## src/rtl/bsg_manycore_edge_sink_pkg.sv

```systemverilog
// Shared encodings and width helpers for the manycore edge sink.
// Packet layouts mirror the manycore link_sif packet declare macros.
package bsg_manycore_edge_sink_pkg;

    localparam int op_width_lp          = 4;
    localparam int reg_id_width_lp      = 5;
    localparam int return_type_width_lp = 2;

    typedef enum logic [op_width_lp-1:0] {
        e_remote_load    = 4'd0,
        e_remote_store   = 4'd1,
        e_remote_sw      = 4'd2,
        e_remote_amoswap = 4'd3,
        e_remote_amoadd  = 4'd4,
        e_remote_amoxor  = 4'd5,
        e_remote_amoand  = 4'd6,
        e_remote_amoor   = 4'd7
    } bsg_manycore_packet_op_e;

    typedef enum logic [return_type_width_lp-1:0] {
        e_return_credit   = 2'd0,
        e_return_int_wb   = 2'd1,
        e_return_float_wb = 2'd2,
        e_return_ifetch   = 2'd3
    } bsg_manycore_return_packet_type_e;

    function automatic int packet_width(input int a, input int d, input int x, input int y);
        return a + op_width_lp + reg_id_width_lp + d + 2 * (x + y);
    endfunction

    function automatic int return_packet_width(input int d, input int x, input int y);
        return return_type_width_lp + d + reg_id_width_lp + x + y;
    endfunction

    // Two link halves, each {v, ready_and_rev, data}.
    function automatic int link_sif_width(input int a, input int d, input int x, input int y);
        return 4 + packet_width(a, d, x, y) + return_packet_width(d, x, y);
    endfunction

endpackage

```

## src/rtl/bsg_manycore_edge_sink_channel.sv

```systemverilog
// One dead-edge link: answers every stray request, counts stray traffic
// and latches the first offending request until cleared.
module bsg_manycore_edge_sink_channel
    import bsg_manycore_edge_sink_pkg::*;
#(
    parameter int          addr_width_p   = 28,
    parameter int          data_width_p   = 32,
    parameter int          x_cord_width_p = 7,
    parameter int          y_cord_width_p = 7,
    parameter int          count_width_p  = 16,
    parameter logic [31:0] error_data_p   = 32'hDEADBEEF,
    localparam int pw_lp = packet_width(addr_width_p, data_width_p, x_cord_width_p, y_cord_width_p),
    localparam int rw_lp = return_packet_width(data_width_p, x_cord_width_p, y_cord_width_p)
) (
    input  logic                     clk_i,
    input  logic                     reset_i,
    input  logic                     clear_i,
    input  logic                     fwd_v_i,
    input  logic [pw_lp-1:0]         fwd_pkt_i,
    output logic                     fwd_ready_and_o,
    input  logic                     rev_v_i,
    output logic                     ret_v_o,
    output logic [rw_lp-1:0]         ret_pkt_o,
    input  logic                     ret_ready_and_i,
    output logic                     err_v_o,
    output logic [count_width_p-1:0] fwd_count_o,
    output logic [count_width_p-1:0] rev_count_o,
    output logic [pw_lp-1:0]         cap_pkt_o
);

    typedef struct packed {
        logic [addr_width_p-1:0]     addr;
        bsg_manycore_packet_op_e     op;
        logic [reg_id_width_lp-1:0]  reg_id;
        logic [data_width_p-1:0]     payload;
        logic [y_cord_width_p-1:0]   src_y;
        logic [x_cord_width_p-1:0]   src_x;
        logic [y_cord_width_p-1:0]   y_cord;
        logic [x_cord_width_p-1:0]   x_cord;
    } packet_s;

    typedef struct packed {
        bsg_manycore_return_packet_type_e pkt_type;
        logic [data_width_p-1:0]          data;
        logic [reg_id_width_lp-1:0]       reg_id;
        logic [y_cord_width_p-1:0]        y_cord;
        logic [x_cord_width_p-1:0]        x_cord;
    } return_packet_s;

    typedef struct packed {
        logic                     err_v;
        logic [count_width_p-1:0] fwd_count;
        logic [count_width_p-1:0] rev_count;
    } edge_sink_status_s;

    function automatic logic [count_width_p-1:0] sat_inc(input logic [count_width_p-1:0] c,
                                                         input logic en);
        return (en && c != '1) ? c + count_width_p'(1) : c;
    endfunction

    packet_s           fwd_pkt;
    return_packet_s    ret_r, ret_n;
    logic              ret_v_r, fwd_accept, cap_en;
    edge_sink_status_s status_r, status_n;
    logic [pw_lp-1:0]  cap_r;

    assign fwd_pkt         = packet_s'(fwd_pkt_i);
    assign fwd_ready_and_o = ~ret_v_r | ret_ready_and_i;
    assign fwd_accept      = fwd_v_i & fwd_ready_and_o;

    always_comb begin
        ret_n          = '0;
        ret_n.reg_id   = fwd_pkt.reg_id;
        ret_n.y_cord   = fwd_pkt.src_y;
        ret_n.x_cord   = fwd_pkt.src_x;
        ret_n.pkt_type = e_return_credit;
        if (fwd_pkt.op == e_remote_load) begin
            ret_n.pkt_type = e_return_int_wb;
            ret_n.data     = data_width_p'(error_data_p);
        end
    end

    // Clear is applied first so a same-cycle event still lands on top of it.
    always_comb begin
        status_n = status_r;
        if (clear_i) status_n = '0;
        cap_en             = fwd_accept & ~status_n.err_v;
        status_n.err_v     = status_n.err_v | fwd_accept;
        status_n.fwd_count = sat_inc(status_n.fwd_count, fwd_accept);
        status_n.rev_count = sat_inc(status_n.rev_count, rev_v_i);
    end

    always_ff @(posedge clk_i or posedge reset_i) begin
        if (reset_i) begin
            ret_v_r  <= 1'b0;
            ret_r    <= '0;
            status_r <= '0;
            cap_r    <= '0;
        end else begin
            status_r <= status_n;
            if (cap_en)       cap_r <= fwd_pkt_i;
            else if (clear_i) cap_r <= '0;
            if (fwd_accept) begin
                ret_v_r <= 1'b1;
                ret_r   <= ret_n;
            end else if (ret_ready_and_i) begin
                ret_v_r <= 1'b0;
            end
        end
    end

    assign ret_v_o     = ret_v_r;
    assign ret_pkt_o   = ret_r;
    assign err_v_o     = status_r.err_v;
    assign fwd_count_o = status_r.fwd_count;
    assign rev_count_o = status_r.rev_count;
    assign cap_pkt_o   = cap_r;

endmodule

```

## src/rtl/bsg_manycore_edge_sink.sv

```systemverilog
// Active terminator for the unused edge links of the manycore array:
// one independent sink channel per link.
module bsg_manycore_edge_sink
    import bsg_manycore_edge_sink_pkg::*;
#(
    parameter int          num_channels_p = 1,
    parameter int          addr_width_p   = 28,
    parameter int          data_width_p   = 32,
    parameter int          x_cord_width_p = 7,
    parameter int          y_cord_width_p = 7,
    parameter int          count_width_p  = 16,
    parameter logic [31:0] error_data_p   = 32'hDEADBEEF,
    localparam int pw_lp  = packet_width(addr_width_p, data_width_p, x_cord_width_p, y_cord_width_p),
    localparam int rw_lp  = return_packet_width(data_width_p, x_cord_width_p, y_cord_width_p),
    localparam int lsw_lp = link_sif_width(addr_width_p, data_width_p, x_cord_width_p, y_cord_width_p)
) (
    input  logic                                          clk_i,
    input  logic                                          reset_i,
    input  logic [num_channels_p-1:0][lsw_lp-1:0]         link_sif_i,
    output logic [num_channels_p-1:0][lsw_lp-1:0]         link_sif_o,
    input  logic                                          clear_i,
    output logic [num_channels_p-1:0]                     err_v_o,
    output logic [num_channels_p-1:0][count_width_p-1:0]  fwd_count_o,
    output logic [num_channels_p-1:0][count_width_p-1:0]  rev_count_o,
    output logic [num_channels_p-1:0][pw_lp-1:0]          cap_pkt_o
);

    typedef struct packed {
        logic             v;
        logic             ready_and_rev;
        logic [pw_lp-1:0] data;
    } fwd_link_sif_s;

    typedef struct packed {
        logic             v;
        logic             ready_and_rev;
        logic [rw_lp-1:0] data;
    } rev_link_sif_s;

    typedef struct packed {
        fwd_link_sif_s fwd;
        rev_link_sif_s rev;
    } link_sif_s;

    link_sif_s [num_channels_p-1:0] link_in;
    assign link_in = link_sif_i;

    for (genvar i = 0; i < num_channels_p; i++) begin : ch
        logic             fwd_ready, ret_v;
        logic [rw_lp-1:0] ret_pkt;
        link_sif_s        link_out;
        logic             unused_bits;

        bsg_manycore_edge_sink_channel #(
            .addr_width_p  (addr_width_p),
            .data_width_p  (data_width_p),
            .x_cord_width_p(x_cord_width_p),
            .y_cord_width_p(y_cord_width_p),
            .count_width_p (count_width_p),
            .error_data_p  (error_data_p)
        ) chan (
            .clk_i          (clk_i),
            .reset_i        (reset_i),
            .clear_i        (clear_i),
            .fwd_v_i        (link_in[i].fwd.v),
            .fwd_pkt_i      (link_in[i].fwd.data),
            .fwd_ready_and_o(fwd_ready),
            .rev_v_i        (link_in[i].rev.v),
            .ret_v_o        (ret_v),
            .ret_pkt_o      (ret_pkt),
            .ret_ready_and_i(link_in[i].rev.ready_and_rev),
            .err_v_o        (err_v_o[i]),
            .fwd_count_o    (fwd_count_o[i]),
            .rev_count_o    (rev_count_o[i]),
            .cap_pkt_o      (cap_pkt_o[i])
        );

        // Stray response contents and the array's fwd credit are irrelevant here.
        assign unused_bits = ^{link_in[i].fwd.ready_and_rev, link_in[i].rev.data};

        always_comb begin
            link_out                   = '0;
            link_out.fwd.ready_and_rev = fwd_ready;
            link_out.rev.v             = ret_v;
            link_out.rev.ready_and_rev = 1'b1;
            link_out.rev.data          = ret_pkt;
        end

        assign link_sif_o[i] = link_out;
    end

endmodule

```

## config.mk

```make
export PLATFORM = sky130hd
export DESIGN_NAME = bsg_manycore_edge_sink
export DESIGN_NICKNAME = d
export VERILOG_FILES = /design/src/rtl/bsg_manycore_edge_sink_pkg.sv /design/src/rtl/bsg_manycore_edge_sink_channel.sv /design/src/rtl/bsg_manycore_edge_sink.sv
export SDC_FILE = /design/constraint.sdc
export NUM_CORES = 1
export LEC_CHECK = 0
export ABC_AREA = 1
export CAP_MARGIN = 30
export CORE_AREA = 2 2 170 172
export CTS_BUF_LIST = sky130_fd_sc_hd__clkbuf_4 sky130_fd_sc_hd__clkbuf_8
export DETAILED_ROUTE_END_ITERATION = 10
export DIE_AREA = 0 0 172 174
export MAX_ROUTING_LAYER = met4
export PLACE_DENSITY = 0.71
export SYNTH_ARGS = -nofsm -noshare
export SYNTH_HDL_FRONTEND = slang
export SYNTH_SLANG_ARGS = --single-unit
```

## constraint.sdc

```tcl
create_clock -name clk_i -period 5.27 [get_ports clk_i]
set_clock_uncertainty 0.15 [all_clocks]
set_input_delay 1.054 -clock clk_i [delete_from_list [all_inputs] [get_ports clk_i]]
set_output_delay 1.054 -clock clk_i [all_outputs]
set_load 0.01 [all_outputs]
```

=== After elaboration in Yosys (flattened, before gate mapping) ===
Index checks and enable logic that the tools add are counted.

* Bits in registers: 184
* Input port bits: 157

* Add/subtract/negate cells: 2
* Eq/ne operators: 2
* Multiplexer cells: 8
* Bitwise logic cells: 6
* Reduce and logical (&&, ||, !) cells: 5

{| class="wikitable"
|+ Operator list
! operator !! number
|-
| 2-to-1 mux 97 bit || 2
|-
| 2-to-1 mux 33 bit || 2
|-
| adder 16 x 1 -> 16 bit, second input constant || 2
|-
| 2-to-1 mux 16 bit || 2
|-
| inequality test 16 bit, second input constant || 2
|-
| logical NOT 4 bit || 1
|-
| nonzero test 2 bit || 2
|-
| bitwise AND 1 bit || 2
|-
| logical AND 1 bit || 2
|-
| 2-to-1 mux 1 bit || 2
|-
| NOT 1 bit || 2
|-
| OR 1 bit || 2
|}

=== Logic depth before layout (Yosys ltp) ===
* Word-level depth: 5
* Gate-level depth with buffers: 12

=== Modules after synthesis ===
Synthesis repeated with hierarchy kept, for this count alone.

* Cells, all modules: 997
* Area, all modules: 7,976.4 µm²

{| class="wikitable"
|+ By module, submodules not included
! module !! instances !! cells an instance !! area an instance (µm²) !! sequential area each (µm²)
|-
| bsg_manycore_edge_sink_channel || 1 || 894 || 7,210.7 || 3,778.6
|-
| bsg_manycore_edge_sink || 1 || 103 || 765.7 || 0.0
|}

=== Worst setup path before layout ===
OpenSTA, ideal clock, no wires.

* Path type: input -> output
* From: input port link_sif_i[53] (netlist name)
* To: output port link_sif_o[152] (netlist name)
* Arrival time: 1.289 ns
* Required time: 4.066 ns
* Path slack: 2.777 ns
* Cell stages on the path: 3
* Buffers on the path: 1
* Cell sequence: inv_1 nand2_1 buf_4

* Longest elaborated chain between the ends: 1

{| class="wikitable"
|+ RTL lines
! item !! line !! text
|-
| start: declaration || bsg_manycore_edge_sink.sv:19 || <nowiki>input logic [num_channels_p-1:0][lsw_lp-1:0] link_sif_i,</nowiki>
|-
| OR 1 bit || bsg_manycore_edge_sink_channel.sv:68 || <nowiki>assign fwd_ready_and_o = ~ret_v_r | ret_ready_and_i;</nowiki>
|-
| end: declaration || bsg_manycore_edge_sink.sv:20 || <nowiki>output logic [num_channels_p-1:0][lsw_lp-1:0] link_sif_o,</nowiki>
|}

Every way passes these cells.

==> run_results.csv <==
group,metric,value,unit
critical_path,r2r-end,"ch[0].chan.fwd_count_o[12]$_DFF_PP0_",
place,gp_congestion,0.9019,
critical_path,end_kind,"output port",
critical_path,crit_cells,4,
global_routing,antenna_found_initial,0,
global_routing,overflow,0,
clock_tree,clock_latency,0.45,ns
critical_path,crit_end,"link_sif_o[152]",
timing,timing.fmax,294.6,MHz
timing,finalSetupViolCount,0,
route,vias,7203,
global_routing,grt_pass1_wl,37.09,mm
worst_hold_path,hp-class,"reg2reg",
critical_path,r2r.worst_path.cells,7,
clock_tree,cts_resized,0,
timing,drv_slew,0,
clock_tree,clock_tree.buffer_depth,2,
route,drtIter0Drc,399,
die,die_h,174,µm
clock_tree,cts_made_buffers,17,
die,die_w,172,µm
cells_and_area,area_growth,35.94,%
clock_tree,ctsHoldBuffers,0,
clock_tree,cts_tree,"yes",
yosys,synth-async-reset-ratio,100.0,%
critical_path,slowest_stage,"clkdlybuf4s50_1",
route,ant_nets,0,
flow_run,cap_violations,0,
yosys,yosysWarnings,0,
cells_and_area,final_layout_size_suffix_gt1_share,5.692,%
power,power,2879,µW
power,leakage,0.005119,µW
die,core_area,0.02824,mm²
critical_path,r2r_start,"ch[0].chan.ret_v_o$_DFFE_PP0P_",
critical_path,path_buf_inv,3,
yosys,yosysSeqAreaShare,46.70,%
die,io_pins,441,
cells_and_area,nNetsFinal,1410,
route,viasPerCell,4.368,
timing,slew_headroom,32.22,%
global_routing,grt_use_total,16.25,%
critical_path,r2r_slack,2.88,ns
die,dieArea,0.02993,mm²
clock_tree,cts_setup_buffers,0,
yosys,avgSynthCellArea,7.886,µm²
clock_tree,clkTransAtPathRegs,0.08,ns
power,vdd.ir_drop.worst,0.0001244,V
route,drc_errors,0,
cells_and_area,num_antenna_cells,0,
critical_path,slowest_delay,0.54,ns
clock_tree,root_buffer,"clkbuf_8",
critical_path,setup.worst_path.class,"in2out",
critical_path,startpoint,"link_sif_i[53]",
critical_path,cp.arrival,2.19,ns
timing,hold_viol_final,0,
timing,worst_slew_pin_slew,1.017,ns
die,initial_core_util,28.66,%
timing,post-route-min-period,3.394,ns
clock_tree,cts_sinks,151,
route,wire_per_inst,14.29,µm
critical_path,critPathRequiredTime,4.07,ns
place,hpwl,16.13,mm
route,wl,23.56,mm
critical_path,crit_fanout,2,
yosys,yosysUniqueCellTypes,29,
place,port_buffers,278,
global_routing,grt_max_degree,88,
global_routing,grt_pass1_vias,7050,
yosys,synth_edf_count,0,
critical_path,cp_top_family,"buffers and inverters",
timing,fin_crit_sh,64.40,%
die,core.rowCount,62,
timing,rsz0062_at_grt,"false",
critical_path,start_kind,"input pin",
critical_path,crit_path_cell_trace,"clkdlybuf4s50_1 -> inv_1 -> nand2_1 -> clkdlybuf4s50_1",
timing,setup_tns,0,ns
yosys,syn_area,0.008092,mm²
power,cellPowerDensity,261.7,mW/mm²
outcome,outcome,"finished, final reports clean",
yosys,syn_inst,1026,
yosys,synth_flop_cell,"dfrtp_1",
clock_tree,htree_levels,4,
worst_hold_path,holdPathStages,2,
yosys,ys_ff_latch,151,
critical_path,cpMostUsedCell,"clkdlybuf4s50_1",
route,drt-pass1-iter-count,5,
stage by stage:
step                      hold WS, ns  util [%]  instance area, µm²  std cells  worst slack [ns]
after floorplan                0.3332         -                8489       1132          0.001255
after global placement         0.3150     37.47               10580       1618             1.549
after detailed placement       0.3225     37.47               10580       1618             1.485
after CTS                      0.3436     38.95               11000       1649             1.875
after global routing           0.3770     38.95               11000       1649             1.788
final                          0.3397     38.95               11000       1649             1.876
layer usage:
metal	vias to the layer above	wire, µm	GRT usage [%]
li1	3470	-	-
met1	3434	10210	19.50
met2	266	11400	26.57
met3	33	1483	4.121
met4	0	456	5.392
met5	-	0	-
synthesized netlist by cell type, types with 2 or more instances:
cell | number | area share [%]
conb_1 | 2 | 0.093
inv_1 | 64 | 3.0
nor2_2 | 11 | 0.85
buf_6 | 4 | 0.56
clkbuf_1 | 21 | 0.97
nand2_4 | 2 | 0.28
inv_2 | 2 | 0.093
dfrtp_1 | 151 | 47
a21oi_1 | 3 | 0.19
xor2_1 | 3 | 0.32
xnor2_1 | 2 | 0.22
nand2_1 | 258 | 12
buf_2 | 13 | 0.80
nor2_1 | 75 | 3.5
nor3_1 | 2 | 0.12
o21ai_0 | 42 | 2.6
buf_4 | 135 | 13
nand2_2 | 11 | 0.85
nand3_1 | 198 | 12
buf_1 | 10 | 0.46
o21ai_1 | 2 | 0.12
nand4_1 | 7 | 0.54
nor2_4 | 2 | 0.28
registers in the layout, summed over array words and instances (netlist names):
register and cells:
ch.chan.err_v_o 1, ch.chan.rev_count_o 16, ch.chan.fwd_count_o 16, ch.chan.ret_v_o 1, ch.chan.cap_pkt_o 97, ch.chan.ret_pkt_o 20
worst register-to-register path: cells and delay by family, from the launching register on:
family / cells / cell delay (ns)
buffers and inverters: 2 / 0.76
AND/OR/NAND/NOR: 4 / 0.76
flip-flops: 1 / 0.43
AO/OA/AOI/OAI: 1 / 0.21
area by class of cell:
type | instances | area [µm²]
well taps | 384 | 480.5
clock inverters | 13 | 170.2
clock buffers | 18 | 247.7
flip-flops and latches | 151 | 3779
inverters | 67 | 264.0
repair buffers | 286 | 2843
fillers | 2896 | 17240
multi-input cells | 730 | 3216
worst min-delay path by stage:
stage	startpoint	slack, ns	endpoint
5_1_grt	ch[0].chan.ret_pkt_o[16]$_DFFE_PP0P_	0.38	ch[0].chan.ret_pkt_o[16]$_DFFE_PP0P_
4_1_cts	ch[0].chan.ret_pkt_o[16]$_DFFE_PP0P_	0.34	ch[0].chan.ret_pkt_o[16]$_DFFE_PP0P_
6_report	ch[0].chan.ret_pkt_o[16]$_DFFE_PP0P_	0.34	ch[0].chan.ret_pkt_o[16]$_DFFE_PP0P_
3_3_place_gp	ch[0].chan.ret_pkt_o[14]$_DFFE_PP0P_	0.31	ch[0].chan.ret_pkt_o[14]$_DFFE_PP0P_
2_1_floorplan	ch[0].chan.ret_v_o$_DFFE_PP0P_	0.33	ch[0].chan.ret_v_o$_DFFE_PP0P_
3_5_place_dp	ch[0].chan.ret_pkt_o[16]$_DFFE_PP0P_	0.32	ch[0].chan.ret_pkt_o[16]$_DFFE_PP0P_
placed cells by master (no fill, tap or decap), drive strengths merged:
cell type      count
clkdlybuf4s50    278
nand2            271
nand3            199
dfrtp            151
conb             108
nor2              88
inv               72
o21ai             44
clkbuf            18
buf                8
nand4              7
xor2               3
bufinv             3
a21oi              3
clkinv             3
nor3               2
xnor2              2
clkinvlp           2
nand3b             1
and2               1
nor4               1
logic make-up (layout without fill, tap and decap cells):
family,count (synthesis),after routing,share of synthesized area [%]
AOI/OAI and AO/OA,47,47,2.907
xor gates and xnor gates,5,5,0.5413
buffers and inverters,251,384,18.77
DFF,151,151,46.70
other,2,108,0.09281
and+or+nand+nor,570,570,30.99
power by group:
part / leakage, µW / internal (µW) / switching [µW]
sequential: 0.00199 / 1250 / 54.5
combinational: 0.00292 / 283 / 308
clock: 0.000208 / 487 / 498
total: 0.00512 / 2020 / 861
(Power assumes the default switching activity.)
